<file path="config.mk">
export PLATFORM = sky130hd
export DESIGN_NAME = dff_ram_4x72_ctrl
export DESIGN_NICKNAME = d
export VERILOG_FILES = /design/src/rtl/dff_ram_4x72_ctrl.sv
export SDC_FILE = /design/constraint.sdc
export NUM_CORES = 1
export LEC_CHECK = 0
export ABC_AREA = 1
export BUFFER_PORTS_ARGS = -buffer_cell sky130_fd_sc_hd__clkbuf_2
export CORE_MARGIN = 10
export CORE_UTILIZATION = 50
export DETAILED_ROUTE_END_ITERATION = 8
export GPL_ROUTABILITY_DRIVEN = 0
export PLACE_DENSITY = 0.85
export SLEW_MARGIN = 15
export SYNTH_ARGS = -nofsm -noshare
export SYNTH_HDL_FRONTEND = slang
export SYNTH_SLANG_ARGS = --single-unit
</file>
<file path="constraint.sdc">
create_clock -name clk -period 3.4 [get_ports clk]
set_clock_uncertainty 0.05 [all_clocks]
set_input_delay 0.85 -clock clk [delete_from_list [all_inputs] [get_ports clk]]
set_output_delay 0.85 -clock clk [all_outputs]
set_load 0.1 [all_outputs]
</file>
<file path="src/rtl/dff_ram_4x72_ctrl.sv">
// Requester-side controller for the 4x72 DFF RAM: clears the array after reset,
// then serves one-per-cycle writes and single-outstanding reads over valid/ready.
module dff_ram_4x72_ctrl #(
    parameter int                 DEPTH      = 4,
    parameter int                 ADDR_W     = 2,
    parameter int                 DATA_W     = 72,
    parameter logic [DATA_W-1:0]  INIT_VALUE = '0
) (
    input  logic              clk,
    input  logic              rst,
    input  logic              req_valid,
    output logic              req_ready,
    input  logic              req_wr,
    input  logic [ADDR_W-1:0] req_addr,
    input  logic [DATA_W-1:0] req_wdata,
    output logic              rsp_valid,
    input  logic              rsp_ready,
    output logic [DATA_W-1:0] rsp_rdata,
    output logic              init_done,
    output logic              ram_en,
    output logic              ram_wr,
    output logic [ADDR_W-1:0] ram_address,
    output logic [DATA_W-1:0] ram_wdata,
    input  logic [DATA_W-1:0] ram_rdata
);

    typedef enum logic [2:0] {
        S_INIT,
        S_IDLE,
        S_RD_ISSUE,
        S_RD_CAPTURE,
        S_RSP
    } state_t;

    // One extra count past the last word gives a cycle to retire the final clear write.
    localparam logic [ADDR_W:0] CNT_END = (ADDR_W + 1)'(DEPTH);

    state_t              state_q;
    logic [ADDR_W:0]     cnt_q;
    logic [ADDR_W:0]     cnt_d;
    logic                req_ready_q;
    logic                rsp_valid_q;
    logic [DATA_W-1:0]   rsp_rdata_q;
    logic                init_done_q;
    logic                ram_en_q;
    logic                ram_wr_q;
    logic [ADDR_W-1:0]   ram_address_q;
    logic [DATA_W-1:0]   ram_wdata_q;
    logic                req_fire;
    logic                rsp_fire;

    assign cnt_d    = cnt_q + 1'b1;
    assign req_fire = req_valid & req_ready_q;
    assign rsp_fire = rsp_valid_q & rsp_ready;

    always_ff @(posedge clk) begin
        if (rst) begin
            state_q       <= S_INIT;
            cnt_q         <= '0;
            req_ready_q   <= 1'b0;
            rsp_valid_q   <= 1'b0;
            rsp_rdata_q   <= '0;
            init_done_q   <= 1'b0;
            ram_en_q      <= 1'b1;
            ram_wr_q      <= 1'b1;
            ram_address_q <= '0;
            ram_wdata_q   <= '0;
        end else begin
            unique case (state_q)
                S_INIT: begin
                    if (cnt_q == CNT_END) begin
                        ram_en_q    <= 1'b1;
                        ram_wr_q    <= 1'b1;
                        init_done_q <= 1'b1;
                        req_ready_q <= 1'b1;
                        state_q     <= S_IDLE;
                    end else begin
                        ram_en_q      <= 1'b0;
                        ram_wr_q      <= 1'b0;
                        ram_address_q <= cnt_q[ADDR_W-1:0];
                        ram_wdata_q   <= INIT_VALUE;
                        cnt_q         <= cnt_d;
                    end
                end
                S_IDLE: begin
                    if (req_fire && req_wr) begin
                        ram_en_q      <= 1'b0;
                        ram_wr_q      <= 1'b0;
                        ram_address_q <= req_addr;
                        ram_wdata_q   <= req_wdata;
                    end else if (req_fire) begin
                        ram_en_q      <= 1'b0;
                        ram_wr_q      <= 1'b1;
                        ram_address_q <= req_addr;
                        req_ready_q   <= 1'b0;
                        state_q       <= S_RD_ISSUE;
                    end else begin
                        ram_en_q <= 1'b1;
                        ram_wr_q <= 1'b1;
                    end
                end
                S_RD_ISSUE: begin
                    ram_en_q <= 1'b1;
                    ram_wr_q <= 1'b1;
                    state_q  <= S_RD_CAPTURE;
                end
                S_RD_CAPTURE: begin
                    // RAM registered the read at the previous edge.
                    rsp_rdata_q <= ram_rdata;
                    rsp_valid_q <= 1'b1;
                    state_q     <= S_RSP;
                end
                S_RSP: begin
                    if (rsp_fire) begin
                        rsp_valid_q <= 1'b0;
                        req_ready_q <= 1'b1;
                        state_q     <= S_IDLE;
                    end
                end
                default: begin
                    state_q <= S_INIT;
                    cnt_q   <= '0;
                end
            endcase
        end
    end

    assign req_ready   = req_ready_q;
    assign rsp_valid   = rsp_valid_q;
    assign rsp_rdata   = rsp_rdata_q;
    assign init_done   = init_done_q;
    assign ram_en      = ram_en_q;
    assign ram_wr      = ram_wr_q;
    assign ram_address = ram_address_q;
    assign ram_wdata   = ram_wdata_q;

endmodule

</file>
After elaboration in Yosys (flattened, before gate mapping)
Index checks and enable logic that the tools add are counted.

word-level totals
  bits in latches = 0
  input bits = 151
  memories = 0
  output and inout port bits = 151
  bits in writable memories = 0
  memory bits (read-only) = 0
  register bits = 157

cells by class
  bitwise logic cells = 3
  eq/ne operators = 12
  add/sub/neg operators = 1
  shifts and indexed selects = 0
  mux-type cells = 27
  reduce and logical (&&, ||, !) cells = 14
  multiply operators = 0
  div/mod/pow operators = 0
  order comparisons = 0

operators by type and width
  kind                                            count
  2-to-1 mux 72 bit                               2
  one-hot mux 72 bit (2 select lines)             1
  2-to-1 mux 3 bit                                5
  one-hot mux 3 bit (5 select lines)              1
  inequality test 2 bit (second input constant)   6
  2-to-1 mux 1 bit                                9
  one-hot mux 1 bit (3 select lines)              3
  == test 3 x 2 -> 1 bit (second input constant)  2
  == test 3 bit (second input constant)           2
  2-to-1 mux 2 bit                                3
  one-hot mux 3 bit (2 select lines)              1
  AND reduction 2 bit                             3
  AND reduction 3 bit                             2
  nonzero test 3 bit                              2
  AND reduction 5 bit                             1
  one-hot mux 2 bit (2 select lines)              1
  AND reduction 4 bit                             1
  nonzero test 2 bit                              2
  OR reduction 4 bit                              1
  adder 3 x 1 -> 3 bit (second input constant)    1
  == test 3 x 1 -> 1 bit (second input constant)  1
  zero test 3 bit                                 1
  inequality test 3 bit (second input constant)   1
  bitwise AND 1 bit                               2
  other kinds (3)                                 3

Logic depth before layout (Yosys ltp)
Gate-level depths: netlist (run 1).

  depth in word-level cells = 4
  depth in mapped cells = 10
  depth with buffers taken out = 9

Worst setup path before layout (run 1)
OpenSTA, ideal clock, no wires.

  path kind = register to register
  start = reg req_ready_q, in the netlist req_ready
  end = reg ram_wdata_q[13], in the netlist ram_wdata[13]
  arrival = 1895 ps
  setup slack = 1312 ps
  stages on the path, launching flop included = 8
  path through = dfxtp_1 nand3_1 nor2_4 nor2_4 buf_12 buf_12 nand2_4 a21oi_2

on the way
  word-level cells in the longest chain between the ends = 4

RTL lines
  element                          RTL line  text
  from (decl)                      41        logic req_ready_q;
  from (signal assigned)           60        req_ready_q <= 1'b0;
  from (signal assigned)           75        req_ready_q <= 1'b1;
  from (signal assigned)           95        req_ready_q <= 1'b0;
  bitwise AND 1 bit                53        assign req_fire = req_valid & req_ready_q;
  logical AND 1 bit                86        if (req_fire && req_wr) begin
  inequality test 2 bit (no line)  --
  AND reduction 3 bit (no line)    --
  to (signal assigned)             90        ram_wdata_q <= req_wdata;
  to (decl)                        48        logic [DATA_W-1:0] ram_wdata_q;

Every way passes these cells.
A chain may end at the register's enable or synchronous reset.

Final worst setup path (run 1)
  start = reg ram_wdata_q[55], in the netlist ram_wdata[55]
  end = out ram_wdata[55]

RTL lines
  element    RTL line  text
  to (decl)  23        output logic [DATA_W-1:0] ram_wdata,

No word-level cell between the ends.

==> impl_metrics.yaml, run 1 <==
global_route:
  antenna_found_initial: 0
  grt_pass1_vias: 5995
  track_usage_pct: 21.4
  grt_overflow: 0
  grt_pass1_wl_mm: 31.0
  grt_max_degree: 73
power:
  power_density_nw_per_um2: 624
  p_seq_share_pct: 36.8
  p_int_w: 0.00347
  swShare_pct: 34.7
  comb_power_share_pct: 25.3
  fin_total_pwr_w: 0.00531
  cellLeakagePower_nw: 4.63
  p_clk_share_pct: 37.9
  ir_worst_vdd_v: 0.000462
  power_switching_w: 0.00184
timing:
  setup_violations: 0
  fin_hold_ws_ns: 0.412
  finalCritPeriodShare_pct: 65.1
  fmax_mhz: 451
  finalCriticalPeriod_ns: 2.21
  maxSlewHeadroom_pct: 53.1
  grt_setup_unrepaired: "false"
  drv_slew: 0
  tns_ns: 0
  hold_viol_final: 0
  worst_slew_pin_slew_ns: 0.703
worst_setup_path:
  r2r_end: "ram_wdata[0]"
  start_kind: "flop"
  worst_path_max_delay_cell: "clkbuf_2"
  endpoint_kind: "output port"
  crit_type: "flop to output port"
  path_buf_inv: 1
  path_cells: "clkbuf_2"
  cp_top_family: "buffers and inverters"
  required_ns: 2.50
  r2r_setup_slack_ns: 1.38
  r2r-start: "cnt_q[0]"
  critical_path.max_fanout: 2
  r2r_cells: 9
  max_stage_delay_ns: 0.49
  critical_path_arrival_ns: 1.31
detailed_routing:
  dr_total_vias: 5711
  viasPerCell: 4.81
  top_layer: "met4"
  firstDrtPassIters: 4
  route.detailed.drc: 0
  dr_wl_met2_mm: 9.34
  wl_met1_mm: 7.27
  wirelength_mm: 19.3
  wl_met3_mm: 2.41
  wl_per_cell_um: 16.2
  first_iter_violations: 169
  ant_nets: 0
floorplanning:
  dieArea_sq_um: 17700
  die_w_um: 133
  ioPinCount: 302
  initial_core_util_pct: 51.0
  fp.coreArea_sq_um: 12600
  die-height_um: 133
  std_cell_rows: 41
cts:
  clockBufferDepth: 2
  clk_latency_ns: 0.42
  hold_buffers: 0
  post_cts_buffers: 0
  cts_root_buf: "clkbuf_16"
  cts-resized-gates: 0
  cts.sinks: 157
  cts_tree: "built"
  h-tree-depth: 4
  cts-buffers-inserted: 17
  path_clk_slew_ns: 0.06
finish:
  diodes: 0
  design_area_sq_um: 8500
  fin_cells: 1188
  drive_gt1_share_pct: 46.9
  area_delta_synth_final_pct: 32.6
  nets: 1156
  final_common_cell: "clkbuf_2"
  final_cell_mix: "300 x clkbuf_2, 157 x dfxtp_1, 150 x nor2_1"
placed_design:
  io_buffers: 301
  hpwl_mm: 14.4
  post_dp_cell_area_sq_um: 7870
  dp.cells: 1156
yosys:
  ys_ff_latch: 157
  seq_area_frac_synth_pct: 49.0
  avgSynthCellArea_sq_um: 8.90
  yosysWarningCount: 0
  syn-num-nets: 873
  synth_area_sq_um: 6410
  netlist_instances: 720
  synth.distinct_cells: 27
worst_hold_path:
  hold_depth: 2
  hold_path_startpoint: "ram_wdata[1]"
  hp-class: "flop to flop"
  worstHoldEndpoint: "ram_wdata[1]"
run_status:
  status: "completed"
job:
  drv_cap: 0
==> worst max-delay path by stage <==
stage                     to  cells past startpoint           from  slack (ns)
3_5_place_dp    ram_wdata[4]                      4            rst        1.00
5_1_grt            req_ready                      1      req_ready        1.12
3_3_place_gp          ram_wr                      5            rst        1.04
2_1_floorplan  ram_wdata[13]                      7      req_ready        1.31
6_report       ram_wdata[55]                      1  ram_wdata[55]        1.19
4_1_cts        ram_wdata[55]                      1  ram_wdata[55]        1.17
==> stage by stage <==
step / util, % / setup WS (ns)
3_3_place_gp: 62.6 / 1.04
3_5_place_dp: 62.6 / 1.00
2_1_floorplan: - / 1.31
5_1_grt: 67.6 / 1.12
4_1_cts: 67.6 / 1.17
6_report: 67.6 / 1.19
==> sequential cells by signal, indices dropped and copies added, names as in the netlist <==
| name | flops |
|---|---|
| rsp_valid | 1 |
| state_q | 3 |
| init_done | 1 |
| rsp_rdata | 72 |
| ram_wr | 1 |
| cnt_q | 3 |
| ram_address | 2 |
| req_ready | 1 |
| ram_en | 1 |
| ram_wdata | 72 |
==> per-layer routing <==
metal  GRT usage [%]  up-vias
met3            12.0       19
li1                -     2885
met2            35.6      221
met5               0        -
met1            22.5     2586
met4            6.95        0
==> final cells by class <==
cell class / count / area [sq um]
clock buffer: 18 / 439
clock inverter: 14 / 189
fill: 1003 / 4070
inverter: 14 / 52.6
multi-input combinational: 501 / 2860
sequential: 157 / 3140
tap: 172 / 215
timing repair buffer: 312 / 1600
==> power groups by stage <==
stage / sequential (W) / combinational [W] / clock, W
final: 0.00195 / 0.00134 / 0.00201
after CTS: 0.00195 / 0.00135 / 0.00205
after global placement: 0.00199 / 0.00134 / 0
after floorplan: 0.00229 / 0.000978 / 0
after detailed placement: 0.00199 / 0.00134 / 0
after global routing: 0.00196 / 0.00144 / 0.00212
==> synth_stat cells <==
| cell | n | area [sq um] |
|---|---|---|
| inv_2 | 3 | 11.3 |
| nor3_4 | 1 | 16.3 |
| and3_1 | 1 | 6.26 |
| nor2_1 | 150 | 563 |
| buf_4 | 2 | 15.0 |
| dfxtp_1 | 157 | 3140 |
| nor2_2 | 1 | 6.26 |
| inv_1 | 11 | 41.3 |
| nor3_1 | 4 | 20.0 |
| a21oi_2 | 62 | 543 |
| nand3_2 | 1 | 10.0 |
| o21ai_0 | 78 | 390 |
| a21oi_1 | 20 | 100 |
| nand4_1 | 2 | 12.5 |
| buf_1 | 1 | 3.75 |
| nor2_4 | 2 | 22.5 |
| a31oi_1 | 1 | 6.26 |
| nand2_4 | 60 | 676 |
| ha_1 | 2 | 25.0 |
| nand3_4 | 1 | 17.5 |
| o21a_1 | 1 | 7.51 |
| buf_2 | 7 | 35.0 |
| nand2_1 | 108 | 405 |
| clkbuf_1 | 25 | 93.8 |
| nand3_1 | 6 | 30.0 |
| buf_12 | 7 | 140 |
| buf_6 | 6 | 67.6 |
==> kinds of logic (layout without fill, tap and decap cells) <==
group / Yosys count / after routing / synth area share [%]
buffers and inverters: 62 / 358 / 6.36
and+or+nand+nor: 337 / 337 / 27.9
DFF: 157 / 157 / 49.0
adders and majority gates: 2 / 2 / 0.390
AOI/OAI and AO/OA: 162 / 162 / 16.3
No activity file was read; power rests on OpenSTA's default activity.
==> run 2, diff against run 1 <==
Settings changed: CORE_UTILIZATION 50 to 47, PLACE_DENSITY 0.85 to 0.81.
Clock period 3.4 ns to 2.25 ns, I/O delays scaled along.
==> impl_metrics.yaml, run 2 (synthesis gave the netlist of run 1 again) <==
run_status:
  status: "completed"
timing:
  setup_violations: 0
  worst_slew_pin_slew_ns: 0.746
  grt_setup_unrepaired: "false"
  hold_viol_final: 0
  drv_slew: 0
  fin_hold_ws_ns: 0.312
  fmax_mhz: 488
  finalCriticalPeriod_ns: 2.05
  tns_ns: 0
  maxSlewHeadroom_pct: 50.2
  finalCritPeriodShare_pct: 91.2
cts:
  path_clk_slew_ns: 0.07
  cts_tree: "built"
  hold_buffers: 0
  cts-resized-gates: 0
  h-tree-depth: 4
  post_cts_buffers: 0
  clk_latency_ns: 0.41
  clockBufferDepth: 2
  cts-buffers-inserted: 17
  cts.sinks: 157
  cts_root_buf: "clkbuf_16"
global_route:
  grt_pass1_wl_mm: 29.7
  grt_max_degree: 81
  grt_use_met2_pct: 31.9
  grt_overflow: 0
  busiest_layer: "met2"
  track_usage_pct: 19.8
  grt_pass1_vias: 5809
  grt_use_met1_pct: 22.2
  antenna_found_initial: 1
  grtUsageMet3_pct: 9.93
detailed_routing:
  wirelength_mm: 19.3
  ant_nets: 0
  firstDrtPassIters: 4
  dr_total_vias: 5790
  wl_per_cell_um: 16.3
  viasPerCell: 4.87
  route.detailed.drc: 0
  first_iter_violations: 274
power:
  power_density_nw_per_um2: 935
  fin_total_pwr_w: 0.00797
  cellLeakagePower_nw: 4.62
  ir_worst_vdd_v: 0.000985
floorplanning:
  ioPinCount: 302
  initial_core_util_pct: 48.2
  die-height_um: 137
  std_cell_rows: 42
  dieArea_sq_um: 18700
  die_w_um: 137
  fp.coreArea_sq_um: 13300
worst_setup_path:
  required_ns: 2.55
  crit_type: "flop to flop"
  critical_path_arrival_ns: 2.35
  r2r_cells: 9
  critical_path.max_fanout: 72
  start_kind: "flop"
  endpoint_kind: "flop"
finish:
  final_common_cell: "clkbuf_2"
  final_cell_mix: "300 x clkbuf_2, 157 x dfxtp_1, 150 x nor2_1"
  drive_gt1_share_pct: 46.5
  final_util_pct: 64.1
  area_delta_synth_final_pct: 33.0
  fin_cells: 1189
  fillCellCount: 1104
  regArea_sq_um: 3140
  multi_input_area_sq_um: 2860
  nets: 1152
placed_design:
  hpwl_mm: 14.3
  io_buffers: 301
  dp.cells: 1156
worst_hold_path:
  hold_depth: 3
  hp-class: "primary input to flop"
job:
  drv_cap: 0
run 2: layout make-up:
| cell class | count | share of cell area (%) |
|---|---|---|
| sequential | 157 | 36.9 |
| multi-input combinational | 501 | 33.5 |
| timing repair buffer | 308 | 19.1 |
| clock buffer | 18 | 5.15 |
| tap | 176 | 2.58 |
| clock inverter | 14 | 2.14 |
| inverter | 14 | 0.617 |
| antenna | 1 | 0.0294 |
run 2: path summary, 6_finish.rpt:
| check | slack (ns) | to | start |
|---|---|---|---|
| setup / recovery | 0.20 | ram_wdata[71] | cnt_q[0] |
| hold / removal | 0.31 | rsp_rdata[13] | ram_rdata[13] |
| setup reg to reg | 0.20 | ram_wdata[71] | cnt_q[0] |
| hold reg to reg | 0.41 | ram_wdata[3] | ram_wdata[3] |
run 2: report_power, final:
part	leakage [nW]	total (W)	switching [W]	internal, W
clock	0.293	0.00300	0.00120	0.00180
combinational	3.06	0.00202	0.00156	0.000463
sequential	1.27	0.00295	0.0000725	0.00288
total	4.62	0.00797	0.00283	0.00514
run 2: critical path, stage by stage, from the launching register on:
cell and delay (ns):
dfxtp_1 0.32, inv_1 0.11, ha_1 0.16, nand2_1 0.12, nand3_4 0.14, inv_2 0.07
nor2_4 0.15, buf_12 0.54, nand2_1 0.11, a21oi_1 0.14
run 2: stage by stage:
stage,setup slack [ns],area (sq um)
2_1_floorplan,0.162,6410
3_3_place_gp,0.281,7900
3_5_place_dp,0.210,7900
4_1_cts,0.187,8520
5_1_grt,0.0535,8520
6_report,0.199,8520
run 2: metal layers:
layer  routed length [um]  share of wire, %  vias up
met4                  253               1.3        0
met2                 9110                47      246
met3                 2420                12       18
li1                     -                 -     2883
met1                 7560                39     2643
met5                    0                 0        -
==> run 3, diff against run 2 <==
Settings changed: CORE_UTILIZATION 47 to 48, CTS_BUF_LIST set to sky130_fd_sc_hd__clkbuf_8, PLACE_DENSITY 0.81 to 0.82.
==> impl_metrics.yaml, run 3 (synthesis gave the netlist of run 1 again) <==
run_status:
  status: "completed"
floorplanning:
  fp.coreArea_sq_um: 13100
  dieArea_sq_um: 18400
  initial_core_util_pct: 48.8
  die_w_um: 136
  ioPinCount: 302
  die-height_um: 136
  std_cell_rows: 42
finish:
  regArea_sq_um: 3140
  final_util_pct: 63.9
  drive_gt1_share_pct: 46.7
  multi_input_area_sq_um: 2860
  diodes: 0
  final_common_cell: "clkbuf_2"
  area_delta_synth_final_pct: 31.1
  final_cell_mix: "300 x clkbuf_2, 157 x dfxtp_1, 150 x nor2_1"
  fillCellCount: 1138
  nets: 1162
global_route:
  grt_overflow: 0
  grtUsageMet3_pct: 11.8
  antenna_found_initial: 0
  grt_max_degree: 81
  grt_use_met1_pct: 20.8
  track_usage_pct: 19.8
  busiest_layer: "met2"
  grt_pass1_wl_mm: 29.4
  grt_pass1_vias: 5804
  grt_use_met2_pct: 32.3
power:
  ir_worst_vdd_v: 0.000551
  power_density_nw_per_um2: 864
  cellLeakagePower_nw: 4.58
worst_setup_path:
  path_cells: "clkbuf_2"
  r2r_end: "ram_wdata[34]"
  critical_path.max_fanout: 2
  endpoint_kind: "output port"
  crit_type: "flop to output port"
  critical_path_arrival_ns: 1.38
  worst_path_max_delay_cell: "clkbuf_2"
  r2r_setup_slack_ns: 0.36
  crit_start: "ram_wdata[42]"
  start_kind: "flop"
  r2r_cells: 10
  required_ns: 1.64
  cp_top_family: "buffers and inverters"
  max_stage_delay_ns: 0.50
  path_buf_inv: 1
  r2r-start: "cnt_q[0]"
detailed_routing:
  wl_per_cell_um: 15.8
  route.detailed.drc: 0
  dr_total_vias: 5742
  wirelength_mm: 18.9
  viasPerCell: 4.79
  ant_nets: 0
  firstDrtPassIters: 4
  first_iter_violations: 254
cts:
  cts-buffers-inserted: 17
  cts.sinks: 157
  post_cts_buffers: 0
  clockBufferDepth: 2
  cts-resized-gates: 0
  path_clk_slew_ns: 0.08
  clk_latency_ns: 0.43
  h-tree-depth: 4
  cts_root_buf: "clkbuf_8"
  cts_tree: "built"
  hold_buffers: 0
timing:
  finalCriticalPeriod_ns: 1.99
  tns_ns: 0
  drv_slew: 0
  grt_setup_unrepaired: "false"
  finalCritPeriodShare_pct: 88.6
  fin_hold_ws_ns: 0.298
  fmax_mhz: 502
  maxSlewHeadroom_pct: 60.0
  worst_slew_pin_slew_ns: 0.602
  setup_violations: 0
  hold_viol_final: 0
worst_hold_path:
  hold_path_startpoint: "ram_rdata[18]"
  worstHoldEndpoint: "rsp_rdata[18]"
  hp-class: "primary input to flop"
  hold_depth: 3
job:
  drv_cap: 0
placed_design:
  io_buffers: 301
  hpwl_mm: 14.3
run 3: layout make-up:
cell class | count | share of cell area (%)
clock buffers | 19 | 3.11
inverters | 14 | 0.626
well taps | 176 | 2.62
repair buffers | 318 | 21.0
clock inverters | 13 | 1.22
flip-flops and latches | 157 | 37.4
multi-input cells | 501 | 34.0
run 3: per-stage QoR:
stage	cell area, sq um	worst slack, ns	cells	total power, W
floorplan	6410	0.162	720	0.00494
global placement	8040	0.412	1166	0.00537
detailed placement	8040	0.369	1166	0.00540
CTS	8400	0.214	1198	0.00733
global route	8400	0.182	1198	0.00760
finish	8400	0.257	1198	0.00726
run 3: layer usage:
metal	vias up	part of all wire, %
met5	-	0
met4	0	1.4
met3	22	13
met2	237	47
met1	2600	38
li1	2883	-
run 3: worst max-delay path by stage:
stage,end,slack (ns),cells after the start
6_report,ram_wdata[42],0.26,1
5_1_grt,ram_wdata[0],0.18,10
4_1_cts,ram_wdata[41],0.21,1
3_5_place_dp,ram_wdata[34],0.37,10
3_3_place_gp,ram_wdata[31],0.41,10
2_1_floorplan,ram_wdata[13],0.16,7
run 3: where the power goes:
part,internal [W],leakage [nW],switching [W]
registers,0.00287,1.27,0.0000799
logic,0.000757,3.13,0.00162
clock network,0.000917,0.189,0.00101
total,0.00455,4.58,0.00271
